### src/rtl/stopwatch_ctrl_pkg.sv
// -----------------------------------------------------------------------------
// stopwatch_ctrl_pkg
//   Shared definitions for the stopwatch control stage: mode encodings used on
//   the mode output and inside the FSM, and the default debounce and prescaler
//   settings.
// -----------------------------------------------------------------------------
package stopwatch_ctrl_pkg;

  // Mode encoding as seen on the mode output. 2'b11 is never produced.
  typedef enum logic [1:0] {
    MODE_IDLE   = 2'b00,
    MODE_RUN    = 2'b01,
    MODE_PAUSED = 2'b10
  } mode_e;

  localparam int DEF_DEB_CYCLES = 4;   // stable cycles before a level is accepted
  localparam int DEF_TICK_DIV   = 10;  // clk cycles per count tick while running

endpackage : stopwatch_ctrl_pkg

### src/rtl/btn_debounce.sv
// -----------------------------------------------------------------------------
// btn_debounce
//   Two-flop synchroniser, debounce counter and press-edge detector for one
//   raw push button.
//
//   Ports
//     clk      in  system clock
//     reset    in  synchronous, active-high reset
//     i_btn    in  raw asynchronous button level (active-high)
//     o_press  out one-cycle pulse when a debounced 0->1 transition is accepted
//
//   The accepted level only flips after the synchronised level has differed
//   from it for DEB_CYCLES consecutive cycles. Releases are tracked but never
//   produce a pulse. The pulse is registered, so it appears one cycle after
//   the accepted level rises.
// -----------------------------------------------------------------------------
module btn_debounce #(
  parameter int DEB_CYCLES = 4,
  parameter int DEB_W      = 16
) (
  input  logic clk,
  input  logic reset,
  input  logic i_btn,
  output logic o_press
);

  localparam logic [DEB_W-1:0] DEB_LAST = DEB_W'(DEB_CYCLES - 1);

  logic             r_sync1;
  logic             r_sync2;
  logic             r_level;    // accepted (debounced) level
  logic             r_level_d;  // accepted level one cycle ago
  logic             r_press;
  logic [DEB_W-1:0] r_cnt;

  // NOTE: every flop here, synchroniser included, is cleared by reset so a
  // button held across reset starts from a known "released" state.
  always_ff @(posedge clk) begin
    if (reset) begin
      r_sync1   <= 1'b0;
      r_sync2   <= 1'b0;
      r_level   <= 1'b0;
      r_level_d <= 1'b0;
      r_press   <= 1'b0;
      r_cnt     <= '0;
    end else begin
      // NOTE: non-blocking assignments make r_sync2 take the old r_sync1,
      // giving a true two-stage chain regardless of statement order.
      r_sync1 <= i_btn;
      r_sync2 <= r_sync1;

      if (r_sync2 == r_level) begin
        r_cnt <= '0;
      end else if (r_cnt == DEB_LAST) begin
        r_level <= r_sync2;
        r_cnt   <= '0;
      end else begin
        r_cnt <= r_cnt + DEB_W'(1);
      end

      r_level_d <= r_level;
      r_press   <= r_level & ~r_level_d;
    end
  end

  assign o_press = r_press;

endmodule : btn_debounce

### src/rtl/stopwatch_ctrl.sv
// -----------------------------------------------------------------------------
// stopwatch_ctrl
//   Upstream control stage of the stopwatch counter chain: debounces the raw
//   buttons, runs the IDLE/RUN/PAUSED mode FSM and produces the prescaled
//   count-enable tick for the least-significant digit counter.
//
//   Ports
//     clk        in   system clock
//     reset      in   synchronous, active-high reset
//     btn_start  in   raw start/resume button
//     btn_stop   in   raw stop button
//     btn_clear  in   raw clear button
//     btn_lap    in   raw lap button            (STOPWATCH_LAP_EN only)
//     lap_hold   out  display-freeze level      (STOPWATCH_LAP_EN only)
//     run        out  1 only in RUN
//     stop_o     out  1 only in PAUSED
//     clear_o    out  one-cycle pulse returning the counters to zero
//     tick       out  one-cycle count enable, only while running
//     mode       out  00 IDLE, 01 RUN, 10 PAUSED
//
//   Build option: define STOPWATCH_LAP_EN to add the lap button and lap_hold.
//   Press priority within one cycle is clear > stop > start.
// -----------------------------------------------------------------------------
module stopwatch_ctrl
  import stopwatch_ctrl_pkg::*;
#(
  parameter int DEB_CYCLES = DEF_DEB_CYCLES,
  parameter int TICK_DIV   = DEF_TICK_DIV,
  parameter int DEB_W      = 16,
  parameter int DIV_W      = 24
) (
  input  logic       clk,
  input  logic       reset,
  input  logic       btn_start,
  input  logic       btn_stop,
  input  logic       btn_clear,
`ifdef STOPWATCH_LAP_EN
  input  logic       btn_lap,
  output logic       lap_hold,
`endif
  output logic       run,
  output logic       stop_o,
  output logic       clear_o,
  output logic       tick,
  output logic [1:0] mode
);

  // Parameter range checks, resolved at elaboration.
  if (DEB_CYCLES < 1) begin : g_bad_deb_cycles
    $error("stopwatch_ctrl: DEB_CYCLES must be >= 1");
  end
  if (TICK_DIV < 2) begin : g_bad_tick_div
    $error("stopwatch_ctrl: TICK_DIV must be >= 2");
  end
  if (64'(DEB_CYCLES) >= (64'd1 << DEB_W)) begin : g_bad_deb_w
    $error("stopwatch_ctrl: DEB_W too narrow for DEB_CYCLES");
  end
  if (64'(TICK_DIV - 1) >= (64'd1 << DIV_W)) begin : g_bad_div_w
    $error("stopwatch_ctrl: DIV_W too narrow for TICK_DIV-1");
  end

  localparam logic [DIV_W-1:0] DIV_LAST = DIV_W'(TICK_DIV - 1);

  logic             w_start_press;
  logic             w_stop_press;
  logic             w_clear_press;
  mode_e            r_state;
  mode_e            w_next;
  logic             w_clear_evt;
  logic             r_run;
  logic             r_stop;
  logic             r_clear;
  logic             r_tick;
  logic [DIV_W-1:0] r_div;
  logic             w_advance;

  btn_debounce #(.DEB_CYCLES(DEB_CYCLES), .DEB_W(DEB_W)) u_start (
    .clk(clk), .reset(reset), .i_btn(btn_start), .o_press(w_start_press)
  );
  btn_debounce #(.DEB_CYCLES(DEB_CYCLES), .DEB_W(DEB_W)) u_stop (
    .clk(clk), .reset(reset), .i_btn(btn_stop), .o_press(w_stop_press)
  );
  btn_debounce #(.DEB_CYCLES(DEB_CYCLES), .DEB_W(DEB_W)) u_clear (
    .clk(clk), .reset(reset), .i_btn(btn_clear), .o_press(w_clear_press)
  );

  // Next-state logic. Stop is only meaningful in RUN, clear only outside RUN,
  // so checking clear before start gives the required clear > stop > start.
  // NOTE: both outputs get a default before the case so every path assigns
  // them and no latch is inferred.
  always_comb begin
    w_next      = r_state;
    w_clear_evt = 1'b0;
    case (r_state)
      MODE_IDLE: begin
        if (w_clear_press) begin
          w_clear_evt = 1'b1;
        end else if (w_start_press) begin
          w_next = MODE_RUN;
        end
      end
      MODE_RUN: begin
        if (w_stop_press) begin
          w_next = MODE_PAUSED;
        end
      end
      MODE_PAUSED: begin
        if (w_clear_press) begin
          w_next      = MODE_IDLE;
          w_clear_evt = 1'b1;
        end else if (w_start_press) begin
          w_next = MODE_RUN;
        end
      end
      default: w_next = MODE_IDLE;
    endcase
  end

  // The prescaler only advances on cycles that stay in RUN. Gating on both
  // the current and next state keeps tick from ever coinciding with run=0:
  // the edge that leaves RUN does not count, and neither does the edge that
  // enters it.
  assign w_advance = (r_state == MODE_RUN) && (w_next == MODE_RUN);

  always_ff @(posedge clk) begin
    if (reset) begin
      r_state <= MODE_IDLE;
      r_run   <= 1'b0;
      r_stop  <= 1'b0;
      r_clear <= 1'b0;
    end else begin
      r_state <= w_next;
      r_run   <= (w_next == MODE_RUN);
      r_stop  <= (w_next == MODE_PAUSED);
      r_clear <= w_clear_evt;
    end
  end

  // Partial count is held across PAUSED so a resume neither loses nor
  // duplicates a tick; IDLE (which includes every clear) zeroes it.
  always_ff @(posedge clk) begin
    if (reset) begin
      r_div  <= '0;
      r_tick <= 1'b0;
    end else if (w_next == MODE_IDLE) begin
      r_div  <= '0;
      r_tick <= 1'b0;
    end else if (w_advance) begin
      if (r_div == DIV_LAST) begin
        r_div  <= '0;
        r_tick <= 1'b1;
      end else begin
        r_div  <= r_div + DIV_W'(1);
        r_tick <= 1'b0;
      end
    end else begin
      r_tick <= 1'b0;
    end
  end

`ifdef STOPWATCH_LAP_EN
  logic w_lap_press;
  logic r_lap_hold;

  btn_debounce #(.DEB_CYCLES(DEB_CYCLES), .DEB_W(DEB_W)) u_lap (
    .clk(clk), .reset(reset), .i_btn(btn_lap), .o_press(w_lap_press)
  );

  // Lap only toggles while running; any return to IDLE drops the freeze.
  always_ff @(posedge clk) begin
    if (reset) begin
      r_lap_hold <= 1'b0;
    end else if (w_next == MODE_IDLE) begin
      r_lap_hold <= 1'b0;
    end else if ((r_state == MODE_RUN) && w_lap_press) begin
      r_lap_hold <= ~r_lap_hold;
    end
  end

  assign lap_hold = r_lap_hold;
`endif

  assign run     = r_run;
  assign stop_o  = r_stop;
  assign clear_o = r_clear;
  assign tick    = r_tick;
  assign mode    = r_state;

endmodule : stopwatch_ctrl

### config.mk
export PLATFORM = sky130hd
export DESIGN_NAME = stopwatch_ctrl
export DESIGN_NICKNAME = d
export VERILOG_FILES = /design/src/rtl/stopwatch_ctrl_pkg.sv /design/src/rtl/btn_debounce.sv /design/src/rtl/stopwatch_ctrl.sv
export SDC_FILE = /design/constraint.sdc
export NUM_CORES = 1
export LEC_CHECK = 0
export CAP_MARGIN = 20
export CORE_ASPECT_RATIO = 0.7
export CORE_UTILIZATION = 47
export CTS_BUF_LIST = sky130_fd_sc_hd__clkbuf_16
export DETAILED_ROUTE_END_ITERATION = 12
export PLACE_DENSITY_LB_ADDON = 0.15
export SYNTH_ARGS = -nofsm -noshare
export SYNTH_HDL_FRONTEND = slang
export SYNTH_SLANG_ARGS = --single-unit
### constraint.sdc
create_clock -name clk -period 1.9 [get_ports clk]
set_input_delay 0.285 -clock clk [delete_from_list [all_inputs] [get_ports clk]]
set_output_delay 0.285 -clock clk [all_outputs]
set_load 0.01 [all_outputs]
==> impl_summary.txt <==
----------------------------------------------------
[Placement]
  Cell count after placement ... roughly 570
  HPWL reported at the end of detailed placement ... 5.27 mm
  Final weighted congestion in routability-driven placement ... 0.806
  Port bufs ... 10
  DP Worst Slack ... -0.139 ns

[Status]
  Status ... finished, violations left
  Violated checks ... negative setup slack

[Critical path]
  Data arrival, critical path ... between 2 and 2.5 ns
  Largest fanout on the critical path ... 5
  Endpoint kind of the worst setup timing path ... register
  CP peak stage delay ... just under 0.6 ns
  Slowest CP cell ... or4_4
  Kind of start point of the critical path ... register
  Cell with the most instances on the worst path ... or4_4
  Critical path required time ... between 2 and 2.5 ns
  Critical Setup Path Class ... reg -> reg
  Sequence of cells on the critical path ... or3b_4 -> or4_4 -> or4_4 -> a21oi_2

[Finish]
  Layout cell share with drive strength beyond 1 ... roughly 15%
  Post-route non-filler standard cell count ... ~590
  Final net count ... about 490
  Growth of design area from synthesis to finish ... 21.8%
  Number of diodes ... 0

[Synthesis]
  Count of distinct cell types in the synthesized netlist ... 40
  Synth Net Count ... about 450
  Count of mapped cells out of synthesis ... ~440
  Synthesized area divided by synthesized cell count ... between 8 and 9 µm²
  Warnings, synthesis ... 0
  Synth Cell Area ... 3920 µm²
  Share of synthesized area occupied by flip-flops and latches ... between 40 and 50%
  Count of state elements after synthesis ... slightly above 90

[Floorplan]
  Floorplan die width ... 111 µm
  Starting Density ... 49.2%
  Ports placed on the boundary ... 11
  Core Rows ... 27
  Area of the core ... ~8000 µm²
  DIE HEIGHT ... between 70 and 80 µm
  Full die area ... just under 9000 µm²

[Timing]
  Number of setup violations in the final report ... 12
  Max-slew violation count ... 0
  Unrepaired setup endpoints after global routing ... true
  Worst slew margin relative to its limit ... between 60% and 70%
  Actual transition at the worst max-transition pin ... between 0.5 and 0.6 ns
  Final worst clock skew ... 0.00644 ns
  Final critical-path share of the clock period ... 108%
  Worst hold slack ... ~0.38 ns
  Period minus WS final ... ~2 ns
  Setup ws final ... -0.156 ns
  Final Hold Violating Endpoints ... 0
  Highest clock frequency the design can meet ... around 500 MHz
  Setup TNS ... -1.11 ns

[Global routing]
  GRT overflow ... 0
  Maximum number of pins on one net before global-route repair ... 16
  Total track usage ... a little under a fifth
  Global-route wire length before repair ... 13.1 mm
  Number of antenna violations at the first check in global routing ... 0
  Via count of the first global-routing pass ... approximately 2800

[Drt]
  WL/cell ... around 14 µm
  # DRC ... 0
  Total detailed-routing wirelength ... ~8 mm
  Antenna-violating nets left ... 0
  Violation count after the first detailed-route iteration ... between 100 and 150
  Via density ... about 5.4
  Via count of the routed design ... between 3000 and 4000
  Number of detailed-routing iterations run before antenna repair ... 5

[Flow run]
  Max cap viols ... 0

[Power]
  Leakage Power ... 1.50 nW
  Maximum VDD drop ... a little over 0.0006 V
  Power density normalized to cell area ... between 800 and 900 nW/µm²
  Overall power of the completed layout ... 3.84 mW

[Clock tree]
  Clock transition at the register clock pins on the worst setup and hold paths after CTS ... approximately 0.060 ns
  Clock sink count ... between 90 and 100
  Clock buffer depth ... 2
  TritonCTS clock tree ... built
  Clock latency on the worst-skew pair ... around 0.34 ns
  H-tree levels ... 3
  CTS buffer count ... 9
  Root buf cell ... clkbuf_16
  Number of buffers inserted by hold repair at cts ... 0

[Min path]
  Kind of path behind the tightest hold check ... reg -> reg

----------------------------------------------------
==> worst paths after layout <==
| kind | start | end | slack, ns | cells after the start |
|---|---|---|---|---|
| worst min register to register | u_start.r_level_d | u_start.o_press | 0.38 | 1 |
| worst max register to register | mode[0] | r_div[22] | -0.16 | 4 |
| worst max-delay path | mode[0] | r_div[22] | -0.16 | 4 |
| worst min-delay path | u_start.r_level_d | u_start.o_press | 0.38 | 1 |
==> cell type report <==
| cell class | count | area [µm²] |
|---|---|---|
| Tap cell | 101 | 126 |
| Sequential cell | 93 | 1870 |
| Inverter | 14 | 52.6 |
| Clock inverter | 6 | 80.1 |
| Clock buffer | 9 | 225 |
| Multi-Input combinational cell | 322 | 2050 |
| Timing Repair Buffer | 42 | 373 |
| Fill cell | 702 | 3200 |
==> power by group <==
group | internal, mW | switching, mW
Sequential | 1.96 | 0.00409
Combinational | 0.0179 | 0.0193
Clock | 1.13 | 0.712
==> synth_stat cells, drive strengths merged <==
library cell	number	area (µm²)
dfxtp	93	1860
nor2	68	255
xnor2	36	315
nand2	22	82.6
a21oi	20	100
nand3	20	100
nand4	20	125
nor4	19	119
nor3	17	85.1
inv	14	52.6
xor2	13	114
nor2b	12	75.1
or3	10	65.1
clkbuf	9	33.8
o21ai	9	45.0
or4	8	63.8
o31ai	7	52.6
and3	6	37.5
ha	5	62.6
nor4b	5	43.8
and4	4	35.0
mux2i	4	40.0
buf	2	12.5
nand3b	2	15.0
nor3b	2	20.0
o21ba	2	20.0
or4b	2	23.8
a211oi	1	7.51
o211ai	1	7.51
o21a	1	7.51
o21bai	1	7.51
o31a	1	8.76
o41ai	1	8.76
or2	1	6.26
or3b	1	11.3
==> state kept, by name (all words and copies together), names as in the netlist, 2 cells and up <==
signal / cells
r_div: 24
u_clear.r_cnt: 16
u_start.r_cnt: 16
u_stop.r_cnt: 16
mode: 2
==> worst max-delay path: cells and delay by family (launching register included) <==
| kind | cells | cell delay [ns] |
|---|---|---|
| DFF | 1 | 0.34 |
| AOI/OAI and AO/OA | 1 | 0.14 |
| and+or+nand+nor | 3 | 1.50 |
==> layer usage <==
metal / share of wire [%] / wire, µm / global-route usage (%)
met5: 0 / 0 / 0
met3: 2.9 / 233 / 5.64
met4: 1.6 / 125 / 7.84
met2: 43 / 3490 / 28.1
met1: 52 / 4180 / 25.8
==> metrics by stage <==
step | instance area, µm² | util [%]
6_report | 4780 | 59.9
5_1_grt | 4780 | 59.9
4_1_cts | 4660 | 58.5
3_5_place_dp | 4310 | 54.1
3_3_place_gp | 4310 | 54.1
2_1_floorplan | 3930 | -
==> cell families (layout without fill, tap and decap cells) <==
group | after synthesis | after routing | share of synthesized area, %
AO/OA/AOI/OAI | 44 | 44 | 6.76
XOR/XNOR | 49 | 49 | 10.9
adder cells (fa/ha/maj) | 5 | 5 | 1.60
buffers and inverters | 25 | 71 | 2.52
flip-flops | 93 | 93 | 47.5
multiplexers | 4 | 4 | 1.02
AND/OR/NAND/NOR | 219 | 220 | 29.7
==> placed cells by master (no fill, tap or decap), drive strengths merged, types with 2 or more instances in the layout <==
cell type	instances
dfxtp	93
nor2	68
xnor2	36
buf	32
nand2	22
nand4	20
nand3	20
a21oi	20
nor4	19
nor3	17
inv	15
xor2	13
nor2b	12
clkdlybuf4s50	10
or3	10
clkbuf	9
o21ai	9
or4	9
o31ai	7
and3	6
ha	5
nor4b	5
and4	4
mux2i	4
o21ba	2
nand3b	2
bufinv	2
nor3b	2
or4b	2
clkinv	2
==> repair_timing <==
action | in CTS | in global routing
pin swaps | 8 | 7
setup endpoints to repair | 14 | 39
buffers inserted | 2 | 4
resized for setup | 4 | 20
cloned | 0 | 1
(Power assumes the default switching activity.)
